File: config.mk
export PLATFORM = sky130hd
export DESIGN_NAME = core_tick_gen
export DESIGN_NICKNAME = d
export VERILOG_FILES = /design/src/rtl/core_clk_pkg.sv /design/src/rtl/tick_phase_counter.sv /design/src/rtl/core_tick_gen.sv
export SDC_FILE = /design/constraint.sdc
export NUM_CORES = 1
export LEC_CHECK = 0
export CELL_PAD_IN_SITES_DETAIL_PLACEMENT = 1
export CELL_PAD_IN_SITES_GLOBAL_PLACEMENT = 2
export CORE_UTILIZATION = 35
export DETAILED_ROUTE_END_ITERATION = 16
export PLACE_DENSITY = 0.88
export SLEW_MARGIN = 0
export SYNTH_ARGS = -nofsm -noshare
export SYNTH_HDL_FRONTEND = slang
export SYNTH_HIERARCHICAL = 1
export SYNTH_SLANG_ARGS = --single-unit
File: constraint.sdc
create_clock -name clk -period 12.45 [get_ports clk]
set_input_delay 2.49 -clock clk [delete_from_list [all_inputs] [get_ports clk]]
set_output_delay 2.49 -clock clk [all_outputs]
set_load 0.01 [all_outputs]
File: src/rtl/core_clk_pkg.sv
// Shared types and encodings for the core clock-enable generator.
// Imported by the phase counter and the top-level sequencer.
package core_clk_pkg;

    typedef enum logic [1:0] {
        ST_HOLD,
        ST_RUN,
        ST_HALT,
        ST_STEP_RUN
    } state_t;

    localparam logic [1:0] MODE_RUN  = 2'd0;
    localparam logic [1:0] MODE_HALT = 2'd1;
    localparam logic [1:0] MODE_STEP = 2'd2;

    localparam int MIN_DIV = 2;

endpackage

File: src/rtl/tick_phase_counter.sv
// Phase counter with boundary reload of the divide ratio.
// Emits registered mid-period and end-of-period strobes.
module tick_phase_counter
    import core_clk_pkg::*;
#(
    parameter int DIV_W       = 8,
    parameter int DEFAULT_DIV = 16
) (
    input  logic             clk,
    input  logic             resetn,
    input  logic             en_i,
    input  logic             load_i,
    input  logic [DIV_W-1:0] div_ratio_i,
    output logic             wrap_o,
    output logic             reg_tick_o,
    output logic             cpu_tick_o
);

    logic [DIV_W-1:0] phase_q, phase_d;
    logic [DIV_W-1:0] div_q, div_d;
    logic [DIV_W-1:0] div_eff, half_m1, last;
    logic             reg_tick_q, cpu_tick_q;
    logic             mid;

    // Ratios below two would give no room for separate strobes
    always_comb begin
        div_eff = (div_q < DIV_W'(MIN_DIV)) ? DIV_W'(MIN_DIV) : div_q;
        half_m1 = (div_eff >> 1) - DIV_W'(1);
        last    = div_eff - DIV_W'(1);
    end

    assign wrap_o = en_i && (phase_q == last);
    assign mid    = en_i && (phase_q == half_m1);

    always_comb begin
        phase_d = phase_q;
        div_d   = div_q;
        if (wrap_o) begin
            phase_d = '0;
            div_d   = div_ratio_i;
        end else if (en_i) begin
            phase_d = phase_q + DIV_W'(1);
        end
        if (load_i) begin
            div_d = div_ratio_i;
        end
    end

    always_ff @(posedge clk) begin
        if (!resetn) begin
            phase_q    <= '0;
            div_q      <= DIV_W'(DEFAULT_DIV);
            reg_tick_q <= 1'b0;
            cpu_tick_q <= 1'b0;
        end else begin
            phase_q    <= phase_d;
            div_q      <= div_d;
            reg_tick_q <= mid;
            cpu_tick_q <= wrap_o;
        end
    end

    assign reg_tick_o = reg_tick_q;
    assign cpu_tick_o = cpu_tick_q;

endmodule

File: src/rtl/core_tick_gen.sv
// Clock-enable generator: post-reset hold, run/halt/step sequencing
// and a retired-tick counter around the phase counter.
module core_tick_gen
    import core_clk_pkg::*;
#(
    parameter int DIV_W       = 8,
    parameter int DEFAULT_DIV = 16,
    parameter int POR_CYCLES  = 16,
    parameter int CNT_W       = 32
) (
    input  logic             clk,
    input  logic             resetn,
    input  logic [DIV_W-1:0] div_ratio,
    input  logic [1:0]       mode,
    input  logic             step_req,
    output logic             cpu_tick,
    output logic             reg_tick,
    output logic             core_rst_n,
    output logic             running,
    output logic [CNT_W-1:0] tick_count
);

    localparam int HOLD_W = (POR_CYCLES > 1) ? $clog2(POR_CYCLES) : 1;
    localparam logic [HOLD_W-1:0] HOLD_LAST = HOLD_W'(POR_CYCLES - 1);

    state_t            state_q;
    logic [HOLD_W-1:0] hold_cnt_q;
    logic              core_rst_n_q;
    logic              running_q;
    logic [CNT_W-1:0]  tick_count_q, tick_count_d;
    logic              en, load, wrap;

    assign en   = (state_q == ST_RUN) || (state_q == ST_STEP_RUN);
    assign load = (state_q == ST_HALT);

    tick_phase_counter #(
        .DIV_W       (DIV_W),
        .DEFAULT_DIV (DEFAULT_DIV)
    ) u_phase (
        .clk         (clk),
        .resetn      (resetn),
        .en_i        (en),
        .load_i      (load),
        .div_ratio_i (div_ratio),
        .wrap_o      (wrap),
        .reg_tick_o  (reg_tick),
        .cpu_tick_o  (cpu_tick)
    );

    assign tick_count_d = wrap ? tick_count_q + CNT_W'(1) : tick_count_q;

    always_ff @(posedge clk) begin
        if (!resetn) begin
            state_q      <= ST_HOLD;
            hold_cnt_q   <= '0;
            core_rst_n_q <= 1'b0;
            running_q    <= 1'b0;
            tick_count_q <= '0;
        end else begin
            tick_count_q <= tick_count_d;
            unique case (state_q)
                ST_HOLD: begin
                    if (hold_cnt_q == HOLD_LAST) begin
                        core_rst_n_q <= 1'b1;
                        running_q    <= (mode == MODE_RUN);
                        state_q      <= (mode == MODE_RUN) ? ST_RUN
                                                           : ST_HALT;
                    end else begin
                        hold_cnt_q <= hold_cnt_q + HOLD_W'(1);
                    end
                end
                ST_RUN: begin
                    if (wrap && (mode != MODE_RUN)) begin
                        state_q   <= ST_HALT;
                        running_q <= 1'b0;
                    end
                end
                // A step always lands in HALT; RUN resumes from there
                ST_STEP_RUN: begin
                    if (wrap) begin
                        state_q   <= ST_HALT;
                        running_q <= 1'b0;
                    end
                end
                ST_HALT: begin
                    if (mode == MODE_RUN) begin
                        state_q   <= ST_RUN;
                        running_q <= 1'b1;
                    end else if ((mode == MODE_STEP) && step_req) begin
                        state_q   <= ST_STEP_RUN;
                        running_q <= 1'b1;
                    end
                end
                default: begin
                    state_q   <= ST_HOLD;
                    running_q <= 1'b0;
                end
            endcase
        end
    end

    assign core_rst_n = core_rst_n_q;
    assign running    = running_q;
    assign tick_count = tick_count_q;

endmodule
==> results of run 1 <==
## worst max-delay path: cells and delay by family, from the launching register on
family                   cells  cell delay [ps]
AND/OR/NAND/NOR              7             3190
AO/OA/AOI/OAI                4             1120
flip-flops                   1              570
adder cells (fa/ha/maj)      1              260
## logic make-up after synthesis
kind of cell,synth area share [%]
simple gates,27.17
compound gates,17.76
flops,34.90
buf+inv,5.779
xor+xnor,9.644
mux,2.832
fa+ha+maj,1.914
## power by group through the flow
stage | Sequential [uW] | Clock, uW | Combinational [uW]
floorplan | 188 | 0 | 5.18
detailed placement | 188 | 0 | 11.5
CTS | 184 | 200 | 11.6
global route | 184 | 209 | 12.7
finish | 184 | 194 | 11.4
global placement | 188 | 0 | 11.2
## layout by cell type, fill, tap and decap left out, types with 2 or more instances in the layout
cell,netlist,layout
nand3_1,9,9
xor2_1,15,15
or3_1,7,7
clkdlybuf4s50_1,0,48
a21oi_1,21,21
nand4_2,2,2
a311oi_1,2,2
nand2_1,35,35
inv_1,13,13
ha_1,5,5
nand2b_1,6,6
o211ai_1,4,4
nor3b_1,3,3
clkinv_2,0,2
nand4_1,10,10
xnor2_1,21,21
nor4_1,6,6
o31ai_1,17,17
nor2b_1,3,3
o21ai_0,5,5
a21boi_0,2,2
clkbuf_8,0,10
a31oi_1,2,2
o311ai_0,5,5
and4_1,5,5
a32oi_1,7,7
mux2i_1,7,7
or4_1,16,16
o311ai_1,2,2
and3_1,11,11
nor2_1,33,33
bufinv_16,0,2
nand3b_1,2,2
mux2_2,2,2
nor3_1,4,4
o311a_1,2,2
dfxtp_1,57,57
## path summary, 6_finish.rpt
path / start / to / slack, ps / cells past startpoint
worst min-delay path: tick_count[31]$_SDFFE_PN0P_ / tick_count[31]$_SDFFE_PN0P_ / 470 / 2
worst max register to register: u_phase/div_q[4]$_SDFFE_PN1P_ / tick_count[29]$_SDFFE_PN0P_ / 7210 / 12
worst min register to register: tick_count[31]$_SDFFE_PN0P_ / tick_count[31]$_SDFFE_PN0P_ / 470 / 2
worst max-delay path: u_phase/div_q[4]$_SDFFE_PN1P_ / tick_count[29]$_SDFFE_PN0P_ / 7210 / 12
## flip-flops by register name, summed over array words and instances (netlist names)
register	cells
u_phase/div_q	8
u_phase/cpu_tick_o	1
state_q	2
hold_cnt_q	4
u_phase/reg_tick_o	1
u_phase/phase_q	8
tick_count	32
core_rst_n	1
## stage by stage
stage | utilization (%) | setup slack [ps]
6_report | 44.72 | 7215
5_1_grt | 44.72 | 6794
2_1_floorplan | - | 8132
3_3_place_gp | 42.25 | 7471
4_1_cts | 44.72 | 7210
3_5_place_dp | 42.25 | 7230
## final cells by class
cell class                 count  area, um2  share of cell area (%)
sequential                    57       1141                   28.70
clock buffer                  11      141.4                   3.556
clock inverter                 5      78.83                   1.982
inverter                      14      52.55                   1.322
tap                          108      135.1                   3.398
timing repair buffer          49      488.0                   12.27
multi-input combinational    286       1939                   48.77
## metal layers
layer	global-route usage, %	up-vias
li1	-	1485
met1	24.00	1472
met2	30.61	54
met3	4.539	6
met4	5.166	0
met5	0	-
==> results_dict.tcl, run 1 <==
set metrics [dict create \
    crit_chain "nor4_1 > a21oi_1 > ha_1 > or4b_4 > o311a_1 > a2111oi_4 > nand4_4 > nor2_1 > nand4_1 > or3_1 > or4_1 > a21oi_1" \
    drc 0 \
    synthTopCellsByCount "dfxtp_1, nand2_1, nor2_1" \
    post_cts_buffers 0 \
    endpoint_kind "flip-flop" \
    antenna_found_initial 0 \
    worstPathMaxFanout 17 \
    p_seq_share_pct 47.2 \
    cts_tree "yes" \
    crit_type "reg -> reg" \
    syn_area_mm2 0.003269 \
    fillers 1053 \
    synth-seq-area-share_pct 34.90 \
    clk_latency_ps 330 \
    numCtsBuffers 9 \
    ys_types 52 \
    switching_share_pct 21.45 \
    finalWirelength_um 8488 \
    tightestPinTransition_ps 1058 \
    pin_count 49 \
    setup_violations 0 \
    instances_no_fill 530 \
    drt-initial-drc-count 58 \
    vdd_drop_max_uv 58.66 \
    core_mm2 0.008891 \
    rsz0062_at_grt "false" \
    finalPower_uw 389.9 \
    die_x_um 98.65 \
    p_comb_share_pct 2.9 \
    met1_length_um 4112 \
    fmax_ghz 0.1910 \
    fin_skew_ps 7.831 \
    ant_nets 0 \
    drive_gt1_share_pct 6.635 \
    critical_path_arrival_ps 5470 \
    routed-wl-met3_um 335 \
    synth_seq_cells 57 \
    synth_top_area_cell "dfxtp_1" \
    synth_edf_count 0 \
    diodes 0 \
    wl_met2_um 3967 \
    p_int_uw 306.2 \
    synth.most_common_cell "dfxtp_1" \
    async_reset_ff_share_pct 0 \
    die_h_um 98.65 \
    p_sw_uw 83.65 \
    placedCellCount 514 \
    tns_ps 0 \
    clock_path_buffers 2 \
    gr-total-overflow 0 \
    start_kind "flip-flop" \
    synthFlopType "dfxtp_1" \
    start_util_pct 36.77 \
    post_drt_via_cell_ratio 5.692 \
    status "finished, final reports clean" \
    cts_resized 0 \
    htree_levels 3 \
    avgRoutedWirePerCell_um 16.02 \
    grt_max_degree 37 \
    dpl_cell_area_mm2 0.003756 \
    topRoutingLayerUsed "met4" \
    yosys_warnings 6 \
    synth.avg_cell_area_um2 8.470 \
    cts_sinks 57 \
    slowest_delay_ps 670 \
    final_cell_area_mm2 0.003976 \
    synth.top_cell.area_share_pct 34.90 \
    required_ps 12690 \
    final.min_clock_period_ps 5235 \
    grt_pass1_wl_um 14430 \
    crit_slowest_cell "or3_1" \
    root_buffer "clkbuf_8" \
    cpMostUsedCell "a21oi_1" \
    clk_pin_slew_worst_paths_ps 70 \
    rows 34 \
    synth.area.top_cells "dfxtp_1, xnor2_1, nand2_1" \
    clockPowerShare_pct 49.9 \
    num_vias 3017 \
    min_path_type "reg -> reg" \
    fp.dieArea_mm2 0.009732 \
    hpwlAfterDp_um 6055 \
    globalRouteTotalUtil_pct 18.50 \
    grt_pass1_vias 2948 \
    p_leak_uw 0.001305 \
    hold_viol 0 \
    cap_violations 0 \
    place.gp.congestion 0.8845 \
    synthCells 386 \
    period_share_pct 42.05 \
    drt_first_pass_iters 4 \
    cts_hold_buf 0 \
    fin_nets 435 \
    power-per-cell-area_mw_per_mm2 98.05 \
    slew_headroom_pct 29.03 \
    io_buffers 48 \
    synth_fp_nets 404 \
    area_growth_syn_to_layout_pct 21.62 \
    maxSlewViolCount 0 \
    whs_ps 474.9 \
]
Note: power is estimated with default switching activity, not from simulation.
==> run 2, diff against run 1 <==
--- a/config.mk
+++ b/config.mk
@@ -7,9 +7,9 @@
 export LEC_CHECK = 0
 export CELL_PAD_IN_SITES_DETAIL_PLACEMENT = 1
 export CELL_PAD_IN_SITES_GLOBAL_PLACEMENT = 2
-export CORE_UTILIZATION = 35
+export CORE_UTILIZATION = 32
 export DETAILED_ROUTE_END_ITERATION = 16
-export PLACE_DENSITY = 0.88
+export PLACE_DENSITY = 0.82
 export SLEW_MARGIN = 0
 export SYNTH_ARGS = -nofsm -noshare
 export SYNTH_HDL_FRONTEND = slang
==> constraint.sdc (replaced) <==
create_clock -name clk -period 5.46 [get_ports clk]
set_input_delay 1.092 -clock clk [delete_from_list [all_inputs] [get_ports clk]]
set_output_delay 1.092 -clock clk [all_outputs]
set_load 0.01 [all_outputs]
==> results_dict.tcl, run 2 (synthesis gave the netlist of run 1 again) <==
set metrics [dict create \
    min_path_type "reg -> reg" \
    min_to "tick_count[31]$_SDFFE_PN0P_" \
    crit_slowest_cell "dfxtp_1" \
    required_ps 5700 \
    die_h_um 103.1 \
    drt-initial-drc-count 96 \
    cts_tree "yes" \
    cts_sinks 57 \
    post_drt_via_cell_ratio 5.299 \
    tightestPinTransition_ps 1044 \
    grt_max_degree 37 \
    post_cts_buffers 0 \
    largest_reg_flops 32 \
    period_share_pct 86.91 \
    start_kind "flip-flop" \
    worstPathMaxFanout 17 \
    ant_nets 0 \
    fp.dieArea_mm2 0.01063 \
    clk_pin_slew_worst_paths_ps 70 \
    avgRoutedWirePerCell_um 15.03 \
    area_growth_syn_to_layout_pct 22.54 \
    place.gp.congestion 0.8904 \
    cap_violations 0 \
    fmax_ghz 0.2107 \
    finalWirelength_um 8386 \
    grt_pass1_vias 2845 \
    vdd_drop_max_uv 113.5 \
    instances_no_fill 558 \
    drt_first_pass_iters 4 \
    slew_headroom_pct 30.00 \
    crit_type "reg -> reg" \
    clk_latency_ps 330 \
    htree_levels 3 \
    start_util_pct 33.30 \
    hpwlAfterDp_um 6019 \
    drive_gt1_share_pct 7.294 \
    cts_resized 0 \
    fillers 1201 \
    diodes 0 \
    placedCellCount 542 \
    tns_ps 0 \
    io_buffers 48 \
    drc 0 \
    worstReg2RegStart "u_phase/div_q[4]$_SDFFE_PN1P_" \
    clock_path_buffers 2 \
    critical_path_arrival_ps 4990 \
    holdPathStages 2 \
    r2r_slack_ps 710 \
    final_cell_mix "dfxtp_1, clkdlybuf4s50_1, nand2_1, nor2_1" \
    rr_endpoint "tick_count[27]$_SDFFE_PN0P_" \
    antenna_found_initial 0 \
    status "finished, final reports clean" \
    num_vias 2957 \
    root_buffer "clkbuf_8" \
    r2r.worst_path.cells 14 \
    hold_viol 0 \
    cts_hold_buf 0 \
    crit_chain "nor4_1 > a21oi_1 > ha_1 > or4b_4 > o311a_1 > a2111oi_4 > nand4_4 > nor2_1 > buf_4 > nand4_1 > buf_4 > or3_1 > or4_1 > a21oi_1" \
    numCtsBuffers 9 \
    maxSlewViolCount 0 \
    globalRouteTotalUtil_pct 16.88 \
    endpoint_kind "flip-flop" \
    rows 36 \
    grt_pass1_wl_um 13870 \
    rsz0062_at_grt "false" \
    die_x_um 103.1 \
    p_leak_uw 0.001303 \
    core_mm2 0.009819 \
    pin_count 49 \
    power-per-cell-area_mw_per_mm2 210.5 \
    fin_skew_ps 11.01 \
    layout_commonest_cell "dfxtp_1" \
    setup_violations 0 \
    slowest_delay_ps 560 \
    gr-total-overflow 0 \
    worstHoldStart "tick_count[31]$_SDFFE_PN0P_" \
    fin_nets 438 \
    final.min_clock_period_ps 4745 \
]
## run 2: cell types whose count changed in the layout (fill, tap and decap cells not counted)
cell / previous run / this run
buf_4: 1 / 4
bufinv_16: 2 / 1
clkbuf_8: 10 / 9
clkinv_2: 2 / 1
clkinv_4: 1 / 3
clkinvlp_4: 0 / 1
## run 2: per-stage QoR
stage                     total power, uW  hold WS, ps  util [%]  setup slack, ps  area (um2)
final                               843.4        479.6     40.80            714.9        4006
after global routing                886.2        504.8     40.80            349.9        4006
after CTS                           862.9        490.3     40.80            665.8        4006
after detailed placement            455.4        479.8     38.80            691.2        3810
after global placement              454.3        460.7     38.80            897.8        3810
after floorplan                     440.3        486.3         -             1142        3269
## run 2: worst max path at each step
stage	end	startpoint	slack [ps]
floorplan	tick_count[29]$_SDFFE_PN0P_	u_phase/div_q[4]$_SDFFE_PN1P_	1140
global placement	tick_count[27]$_SDFFE_PN0P_	u_phase/div_q[6]$_SDFFE_PN0P_	900
detailed placement	tick_count[27]$_SDFFE_PN0P_	u_phase/div_q[6]$_SDFFE_PN0P_	690
CTS	tick_count[27]$_SDFFE_PN0P_	u_phase/div_q[6]$_SDFFE_PN0P_	670
global route	tick_count[27]$_SDFFE_PN0P_	u_phase/div_q[6]$_SDFFE_PN0P_	350
finish	tick_count[27]$_SDFFE_PN0P_	u_phase/div_q[4]$_SDFFE_PN1P_	710
## run 2: area by class of cell
| type | count | area, um2 | area share [%] |
|---|---|---|---|
| Clock inverter | 6 | 68.82 | 1.718 |
| Multi-Input combinational cell | 286 | 1939 | 48.41 |
| Clock buffer | 10 | 127.6 | 3.186 |
| Tap cell | 133 | 166.4 | 4.154 |
| Sequential cell | 57 | 1141 | 28.48 |
| Timing Repair Buffer | 52 | 510.5 | 12.74 |
| Inverter | 14 | 52.55 | 1.312 |
## run 2: power breakdown
group | internal, uW | leakage (uW) | switching [uW] | total [uW]
Clock | 212 | 0.0000964 | 186 | 398
Combinational | 11.9 | 0.000748 | 14.0 | 25.9
Sequential | 417 | 0.000460 | 1.78 | 419
## run 2: layer usage
layer | up-vias | GRT usage (%) | routed length [um] | share of wire, %
met2 | 40 | 28.72 | 4086 | 49
li1 | 1490 | - | - | -
met3 | 8 | 3.322 | 198 | 2.4
met5 | - | 0 | 0 | 0
met1 | 1419 | 21.37 | 4010 | 48
met4 | 0 | 5.525 | 91 | 1.1
## run 2: worst max-delay path: cells and delay by family (launching register included)
kind | cells | cell delay [ps]
simple gates | 7 | 2300
fa+ha+maj | 1 | 280
flops | 1 | 560
buf+inv | 2 | 360
compound gates | 4 | 1130
==> run 3, diff against run 2 <==
--- a/config.mk
+++ b/config.mk
@@ -8,6 +8,7 @@
 export CELL_PAD_IN_SITES_DETAIL_PLACEMENT = 1
 export CELL_PAD_IN_SITES_GLOBAL_PLACEMENT = 2
 export CORE_UTILIZATION = 32
+export CTS_CLUSTER_SIZE = 10
 export DETAILED_ROUTE_END_ITERATION = 16
 export PLACE_DENSITY = 0.82
 export SLEW_MARGIN = 0
==> results of run 3 <==
No change in the layout: final DEF, timing and power equal those of run 2.
